<file path="src/rtl/clock_div_gen_pkg.sv">
// Shared mode encodings and FSM state type for the divided-clock generator.
// Latency: n/a (types only). Backpressure: n/a.
// Imported by the top and by the per-channel divider.
package clock_div_gen_pkg;

    localparam logic [1:0] MODE_HALT = 2'b00;
    localparam logic [1:0] MODE_RUN  = 2'b01;
    localparam logic [1:0] MODE_STEP = 2'b10;

    typedef enum logic [1:0] {
        ST_IDLE = 2'b00,
        ST_RUN  = 2'b01,
        ST_STEP = 2'b10
    } state_e;

endpackage

</file>
<file path="src/rtl/clk_div_chan.sv">
// One divided-clock channel: half-period counter, active divisor, clk/tick regs.
// Latency: clk_o/tick_o registered, update on the edge the half-period ends.
// Backpressure: none; freezes whenever adv_i is low.
module clk_div_chan #(
    parameter int DIV_W    = 16,
    parameter int DEF_HALF = 1
) (
    input  logic             CLK,
    input  logic             RST_N,
    input  logic             adv_i,
    input  logic [DIV_W-1:0] half_i,
    output logic             clk_o,
    output logic             tick_o,
    output logic             rise_o
);

    logic [DIV_W-1:0] cnt_q, cnt_d;
    logic [DIV_W-1:0] act_q, act_d;
    logic             clk_q, clk_d;
    logic             tick_q, tick_d;
    logic [DIV_W-1:0] last_cnt;
    logic             wrap;

    // A divisor of 0 behaves as 1, i.e. the half-period ends at count 0.
    assign last_cnt = (act_q == '0) ? '0 : act_q - DIV_W'(1);
    // >= rather than == so a divisor shrunk while frozen cannot strand the counter.
    assign wrap     = adv_i && (cnt_q >= last_cnt);
    assign rise_o   = wrap && !clk_q;

    always_comb begin
        cnt_d  = cnt_q;
        act_d  = act_q;
        clk_d  = clk_q;
        tick_d = 1'b0;
        if (!adv_i) begin
            act_d = half_i;
        end else if (wrap) begin
            cnt_d  = '0;
            clk_d  = !clk_q;
            act_d  = half_i;
            tick_d = !clk_q;
        end else begin
            cnt_d = cnt_q + DIV_W'(1);
        end
    end

    always_ff @(posedge CLK or negedge RST_N) begin
        if (!RST_N) begin
            cnt_q  <= '0;
            act_q  <= DIV_W'(DEF_HALF);
            clk_q  <= 1'b0;
            tick_q <= 1'b0;
        end else begin
            cnt_q  <= cnt_d;
            act_q  <= act_d;
            clk_q  <= clk_d;
            tick_q <= tick_d;
        end
    end

    assign clk_o  = clk_q;
    assign tick_o = tick_q;

endmodule

</file>
<file path="src/rtl/clock_div_gen.sv">
// Multi-channel clock divider with HALT/RUN/single-STEP control.
// Latency: outputs registered; mode changes take effect on the next edge.
// Backpressure: step_i ignored while busy_o or when mode is not STEP.
module clock_div_gen
    import clock_div_gen_pkg::*;
#(
    parameter int N_CH     = 2,
    parameter int DIV_W    = 16,
    parameter int DEF_HALF = 1
) (
    input  logic                  CLK,
    input  logic                  RST_N,
    input  logic [N_CH*DIV_W-1:0] half_i,
    input  logic [1:0]            mode_i,
    input  logic                  step_i,
    output logic [N_CH-1:0]       clk_o,
    output logic [N_CH-1:0]       tick_o,
    output logic                  busy_o
);

    state_e          state_q;
    logic            busy_q;
    logic            adv;
    logic [N_CH-1:0] rise;
    logic            unused_rise;

    // Gating on mode_i as well as state makes a leave/abort freeze on the very next edge.
    assign adv = ((state_q == ST_RUN)  && (mode_i == MODE_RUN)) ||
                 ((state_q == ST_STEP) && (mode_i == MODE_STEP));

    // Only channel 0 paces a step; the other channels' rise flags are not needed.
    assign unused_rise = ^rise;

    for (genvar k = 0; k < N_CH; k++) begin : g_chan
        clk_div_chan #(
            .DIV_W    (DIV_W),
            .DEF_HALF (DEF_HALF)
        ) u_chan (
            .CLK    (CLK),
            .RST_N  (RST_N),
            .adv_i  (adv),
            .half_i (half_i[k*DIV_W +: DIV_W]),
            .clk_o  (clk_o[k]),
            .tick_o (tick_o[k]),
            .rise_o (rise[k])
        );
    end

    always_ff @(posedge CLK or negedge RST_N) begin
        if (!RST_N) begin
            state_q <= ST_IDLE;
            busy_q  <= 1'b0;
        end else begin
            case (state_q)
                ST_IDLE: begin
                    if (mode_i == MODE_RUN) begin
                        state_q <= ST_RUN;
                    end else if ((mode_i == MODE_STEP) && step_i) begin
                        state_q <= ST_STEP;
                        busy_q  <= 1'b1;
                    end
                end
                ST_RUN: begin
                    if (mode_i != MODE_RUN) state_q <= ST_IDLE;
                end
                ST_STEP: begin
                    if ((mode_i != MODE_STEP) || rise[0]) begin
                        state_q <= ST_IDLE;
                        busy_q  <= 1'b0;
                    end
                end
                default: begin
                    state_q <= ST_IDLE;
                    busy_q  <= 1'b0;
                end
            endcase
        end
    end

    assign busy_o = busy_q;

endmodule

</file>
<file path="config.mk">
export PLATFORM = sky130hd
export DESIGN_NAME = clock_div_gen
export DESIGN_NICKNAME = d
export VERILOG_FILES = /design/src/rtl/clock_div_gen_pkg.sv /design/src/rtl/clk_div_chan.sv /design/src/rtl/clock_div_gen.sv
export SDC_FILE = /design/constraint.sdc
export NUM_CORES = 1
export LEC_CHECK = 0
export CORE_MARGIN = 5
export CORE_UTILIZATION = 40
export CTS_CLUSTER_SIZE = 14
export DETAILED_ROUTE_END_ITERATION = 12
export MAX_ROUTING_LAYER = met4
export PLACE_DENSITY = 0.64
export SETUP_SLACK_MARGIN = 0.3
export SLEW_MARGIN = 5
export SYNTH_ARGS = -nofsm -noshare
export SYNTH_HDL_FRONTEND = slang
export SYNTH_SLANG_ARGS = --single-unit
</file>
<file path="constraint.sdc">
create_clock -name CLK -period 5.4 [get_ports CLK]
set_input_delay 0.81 -clock CLK [delete_from_list [all_inputs] [get_ports CLK]]
set_output_delay 0.81 -clock CLK [all_outputs]
set_load 0.005 [all_outputs]
</file>
# Word-level counts from Yosys, hierarchy flattened
# Cells that the tools add are included.
totals:
  word_cells: 68
  romBits: 0
  ff_bits: 71
  output_inout_bits: 5
  mem_count: 0
  inputBits: 37
  ram_bits: 0
  latchBits: 0
op_classes:
  n_reduce_logical: 17
  mul: 0
  n_shift: 0
  div: 0
  eq_ne: 13
  muxes: 21
  bitwise: 1
  addsub: 4
  n_lt_le_gt_ge: 2
op_table:
  columns: ["op", "n"]
  rows:
  - ["16-bit 2-to-1 mux", 8]
  - ["16-bit by 1-bit adder with 16-bit output (second input constant)", 2]
  - ["16-bit greater-or-equal comparator", 2]
  - ["16-bit logical NOT", 2]
  - ["16-bit by 1-bit subtractor with 16-bit output (second input constant)", 2]
  - ["2-bit 2-to-1 mux", 4]
  - ["2-bit by 1-bit != test with 1-bit output (second input constant)", 4]
  - ["2-bit != test (second input constant)", 4]
  - ["1-bit 2-to-1 mux", 7]
  - ["1-bit logical AND", 6]
  - ["2-bit case mux with 3 select lines", 1]
  - ["2-bit by 1-bit equality test with 1-bit output (second input constant)", 2]
  - ["2-bit equality test (second input constant)", 2]
  - ["2-bit AND reduction", 2]
  - ["4-bit AND reduction", 1]
  - ["3-bit != test (second input constant)", 1]
  - ["1-bit case mux with 3 select lines", 1]
  - ["3-bit AND reduction", 1]
  - ["1-bit logical NOT", 2]
  - ["2-bit logical NOT", 1]
  - ["1-bit logical OR", 2]
  - ["1-bit inverter", 1]

# Logic depth before layout (Yosys ltp)
logic_depth:
  depth_word: 8
  depth_mapped: 15
  mapped_depth_nobuf: 12

# Cells and area by module
# A second synthesis with hierarchy kept.
hier_totals:
  hier_cells: 444
  area_unflattened_um2: 4584.4
modules_own_cells:
  columns: ["module", "area_per_inst_um2", "cells_each", "n_inst", "seq_area_each_um2"]
  rows:
  - ["clk_div_chan (g_chan[1].u_chan)", 2223.4, 215, 1, 852.1]
  - ["clk_div_chan (g_chan[0].u_chan)", 2199.6, 216, 1, 852.1]
  - ["clock_div_gen", 161.4, 13, 1, 75.1]

# Least setup slack after synthesis
# Ideal clock, no wire load.
synth_timing:
  path_kind: "register to register"
  start: "register g_chan[0].u_chan.act_q[9]"
  end: "register g_chan[0].u_chan.act_q[10]"
  slack_ns: 1.627
  path_stages_with_launch: 13
  setup_time_ns: 0.125
  synth_period_minus_slack_ns: 3.773
  arrival_time_ns: 3.648
  path_buffers: 1
  required_time_ns: 5.275
  path_cell_list: "dfrtp_1 -> or4_4 -> or3_1 -> or3_1 -> nor3_1 -> a21oi_1 -> ha_1 -> and4_4 -> nand4_1 -> or4_4 -> nand4_4 -> buf_12 -> mux2_4"
synth_between:
  elab_chain_cells: 5
  word_cells_on_any_way: 6
  cone_classes: "add/sub (1); order compare (1); eq/ne (1); mux (1); reduce/logical (2)"
synth_lines:
  columns: ["item", "line", "source"]
  rows:
  - ["start: declaration", "clk_div_chan.sv:18", "logic [DIV_W-1:0] act_q, act_d;"]
  - ["start signal: assignment", "clk_div_chan.sv:50", "act_q <= DIV_W'(DEF_HALF);"]
  - ["start signal: assignment", "clk_div_chan.sv:55", "act_q <= act_d;"]
  - ["16-bit by 1-bit subtractor with 16-bit output / 16-bit logical NOT (equally long branches)", "clk_div_chan.sv:25", "assign last_cnt = (act_q == '0) ? '0 : act_q - DIV_W'(1);"]
  - ["16-bit 2-to-1 mux (*)", "clk_div_chan.sv:25", null]
  - ["16-bit greater-or-equal comparator (*)", "clk_div_chan.sv:27", "assign wrap = adv_i && (cnt_q >= last_cnt);"]
  - ["1-bit logical AND (*)", "clk_div_chan.sv:27", null]
  - ["2-bit != test (no line) (*)", null, null]
# Every way passes the cells marked *; elsewhere a longest branch is shown, timed or not.
# A chain may end at the register's enable or synchronous reset.

# Final worst setup path
layout_timing:
  start: "register g_chan[0].u_chan.act_q[9]"
  end: "register g_chan[0].u_chan.act_q[7]"
# The elaborated chain is that of the path after synthesis.

==> impl_results.md <==
* Share of layout cells above drive strength 1 at about 9.7%
* Status: finished, final reports clean
* PD cells at around 270 nW/µm²
* CP arrival at roughly 4.2 ns
* Top sig layer: met4
* Fin nets at ~600
* Remaining Overflow, GRT at 0
* Post-synthesis sequential area ratio at about two fifths
* DR vias at between 3000 and 4000
* Synth Flop Type: dfrtp_1
* Cell Area, Synth at 4570 µm²
* Ports at 42
* Unrepaired setup endpoints after global routing: false
* Commonest non-fill, non-tap cell in the layout: nand2_1
* Reg area at 1780 µm²
* First-pass detailed-route iteration total at 4
* Crit-path max FO at 18
* Final number of hold-violating endpoints at 0
* Setup violators final at 0
* Reg clk slew, reported paths at roughly 0.060 ns
* TritonCTS clock tree: yes
* Clk_lat worst skew at about 0.34 ns
* Multi-input gate area at between 2000 and 3000 µm²
* Postcts setup bufs at 0
* Total CTS buffers at 9
* Syn_nets at roughly 560
* Synth top area cells: dfrtp_1 38%, ha_1 10%, nand2_1 6.9%
* Critical Path Max Stage Delay at about 0.6 ns
* CTS H-Tree Depth at 3
* GP Congestion at approximately 0.86
* Relative slew slack at 33.4%
* GRT Total Usage at 15.1%
* Synth-to-layout area growth at 17.3%
* Critical Path RT at between 5 and 6 ns
* Met1 Wirelength at 4.92 mm
* Most frequent cells in the layout: 84 x nand2_1, 69 x dfrtp_1, 58 x nor2_1, 40 x clkdlybuf4s50_1, 37 x ha_1
* Slew Limit Fails at 0
* Worst IR Drop VDD at between 0.15 and 0.2 mV
* Vias per cell at about 5.2
* Gate power share at 16.0%
* Netlist cell types at 60
* Post-synth ARST share at 100%
* Crit. End Element: register
* Resized cells post-CTS at 0
* Die area at 13700 µm²
* Fin crit period at roughly 4 ns
* EDFF count, synth at 0
* IO Port Bufs at 41
* First-pass GRT wire length at roughly 16 mm
* Final WL at 9.34 mm
* Antenna violations before repair at 0
* Starting Density at 40.4%
* Worst Setup Start Kind: register
* Switching pwr at approximately 0.4 mW
* Filler cells at 1079
* Setup Total Neg Slack at 0 ns
* Synth warn at 0
* Clock power frac at roughly two fifths
* Mapped Cells at 485
* Largest net degree at the start of global routing at between 70 and 80
* Wire per inst at around 14 µm
* Area of the core at approximately 11000 µm²
* WS Path Type: register to register
* Cts hold-fix bufs at 0
* CP bufs+invs at 0
* Clock tree buffer depth at 2
* CTS Sinks at 71
* Worst slew pin tran at around 0.99 ns
* FP Rows at 39
* WHS at ~0.48 ns
* Post-route cell area at about 5400 µm²
* CP max stage cell: or4_4
* Leakage Power at roughly 2.4 nW
* Largest area contributor in the netlist: dfrtp_1
* Max Fclk at ~250 MHz
* Post-synth top area share at between 30% and 40%
* Synth Register Bits at 71
* Type of the most critical hold path: register to register
* Fin util at between 40% and 50%
* Avg Cell Area, Syn at approximately 9.4 µm²
* Design internal power at about 1.0 mW
* Tcrit/Tclk final at 73.9%
* HPWL Detailed at between 6 and 7 mm
* DR WL met3 at a little under 300 µm
* Placed Area at about 5000 µm²
* Design Power at approximately 1.4 mW
* Sw frac at between 20 and 30%
* 1st-iter DRT viols at 195
* Setup skew after layout at around 0.0051 ns
* Max-cap viol count at 0
* Kind of cell adding the most delay to the critical path: simple AND/OR/NAND/NOR gates
* Die height at 117 µm
* Root buf cell: clkbuf_16
* Ant diodes at 0
* Sequential power share at ~44%
* Vias in the first global route at 3400
* Routed Antenna Nets at 0
* WL met2 at 3.95 mm
* Crit-path cells: or4_4, or3_1, or3_1, nor3_1, a21oi_1, ha_1, and4_4, nand4_1, or4_4, nand4_4, mux2_2
* Die X at about 120 µm
* DRC errors left at 0
state kept, by name, indices dropped and copies added, names as in the netlist:
name	count
g_chan.u_chan.cnt_q	32
g_chan.u_chan.clk_o	2
g_chan.u_chan.tick_o	2
g_chan.u_chan.act_q	32
busy_o	1
state_q	2
through the flow:
step                      std cells  worst slack [ns]
after floorplan                 485              1.63
after CTS                       670              1.41
after global placement          654              1.46
after detailed placement        654              1.41
after global routing            670              1.18
final                           670              1.41
Yosys cell counts (4+ instances only):
cell and number:
o21a_1 4, o22ai_1 15, or3_1 6, o2111ai_1 4, mux2_2 8, nand2b_1 4, buf_2 4, nand4_1 11
xnor2_1 27, dfrtp_1 69, inv_1 10, xor2_1 24, o21ai_0 7, ha_1 37, nor2_1 58, buf_4 5
mux2_4 8, nand3_1 9, and3_1 4, a21oi_1 15, nor3_1 13, nand2_1 84, clkbuf_1 7
cell families (layout without fill, tap and decap cells):
kind of cell	after synthesis	in the layout	synth area share, %
adder cells (fa/ha/maj)	37	37	10.1
multiplexers	19	19	5.25
flip-flops	71	71	38.9
AND/OR/NAND/NOR	216	216	23.0
buffers and inverters	27	69	3.09
AO/OA/AOI/OAI	64	64	9.88
XOR/XNOR	51	51	9.77
area by class of cell:
| type | instances | share of cell area [%] |
|---|---|---|
| multi-input cells | 387 | 49.4 |
| flip-flops and latches | 71 | 33.2 |
| repair buffers | 43 | 7.84 |
| clock buffers | 12 | 4.97 |
| well taps | 143 | 3.34 |
| inverters | 10 | 0.700 |
| clock inverters | 4 | 0.537 |
metal layers:
| layer | GRT usage [%] | vias to the layer above |
|---|---|---|
| met5 | - | - |
| met4 | 6.19 | 0 |
| met3 | 3.03 | 13 |
| met2 | 21.0 | 42 |
| met1 | 21.4 | 1676 |
| li1 | - | 1780 |
power by group through the flow:
stage	registers, mW	clock network, mW	logic [mW]
after floorplan	0.628	0	0.158
after global placement	0.640	0	0.224
after detailed placement	0.643	0	0.232
after CTS	0.633	0.588	0.234
after global routing	0.641	0.614	0.272
final	0.634	0.577	0.231
worst paths after layout:
path                                            from                         end  slack, ns  cells after the start
max                        g_chan[0].u_chan.act_q[9]   g_chan[0].u_chan.act_q[7]       1.41                     11
min                           g_chan[1].u_chan.clk_o     g_chan[1].u_chan.tick_o       0.48                      1
max reg2reg                g_chan[0].u_chan.act_q[9]   g_chan[0].u_chan.act_q[7]       1.41                     11
min reg2reg                   g_chan[1].u_chan.clk_o     g_chan[1].u_chan.tick_o       0.48                      1
max in group asynchronous                      RST_N   g_chan[1].u_chan.cnt_q[5]       4.15                      2
min in group asynchronous                      RST_N  g_chan[1].u_chan.act_q[15]       0.67                      2
Power figures use the tool's default switching activity.
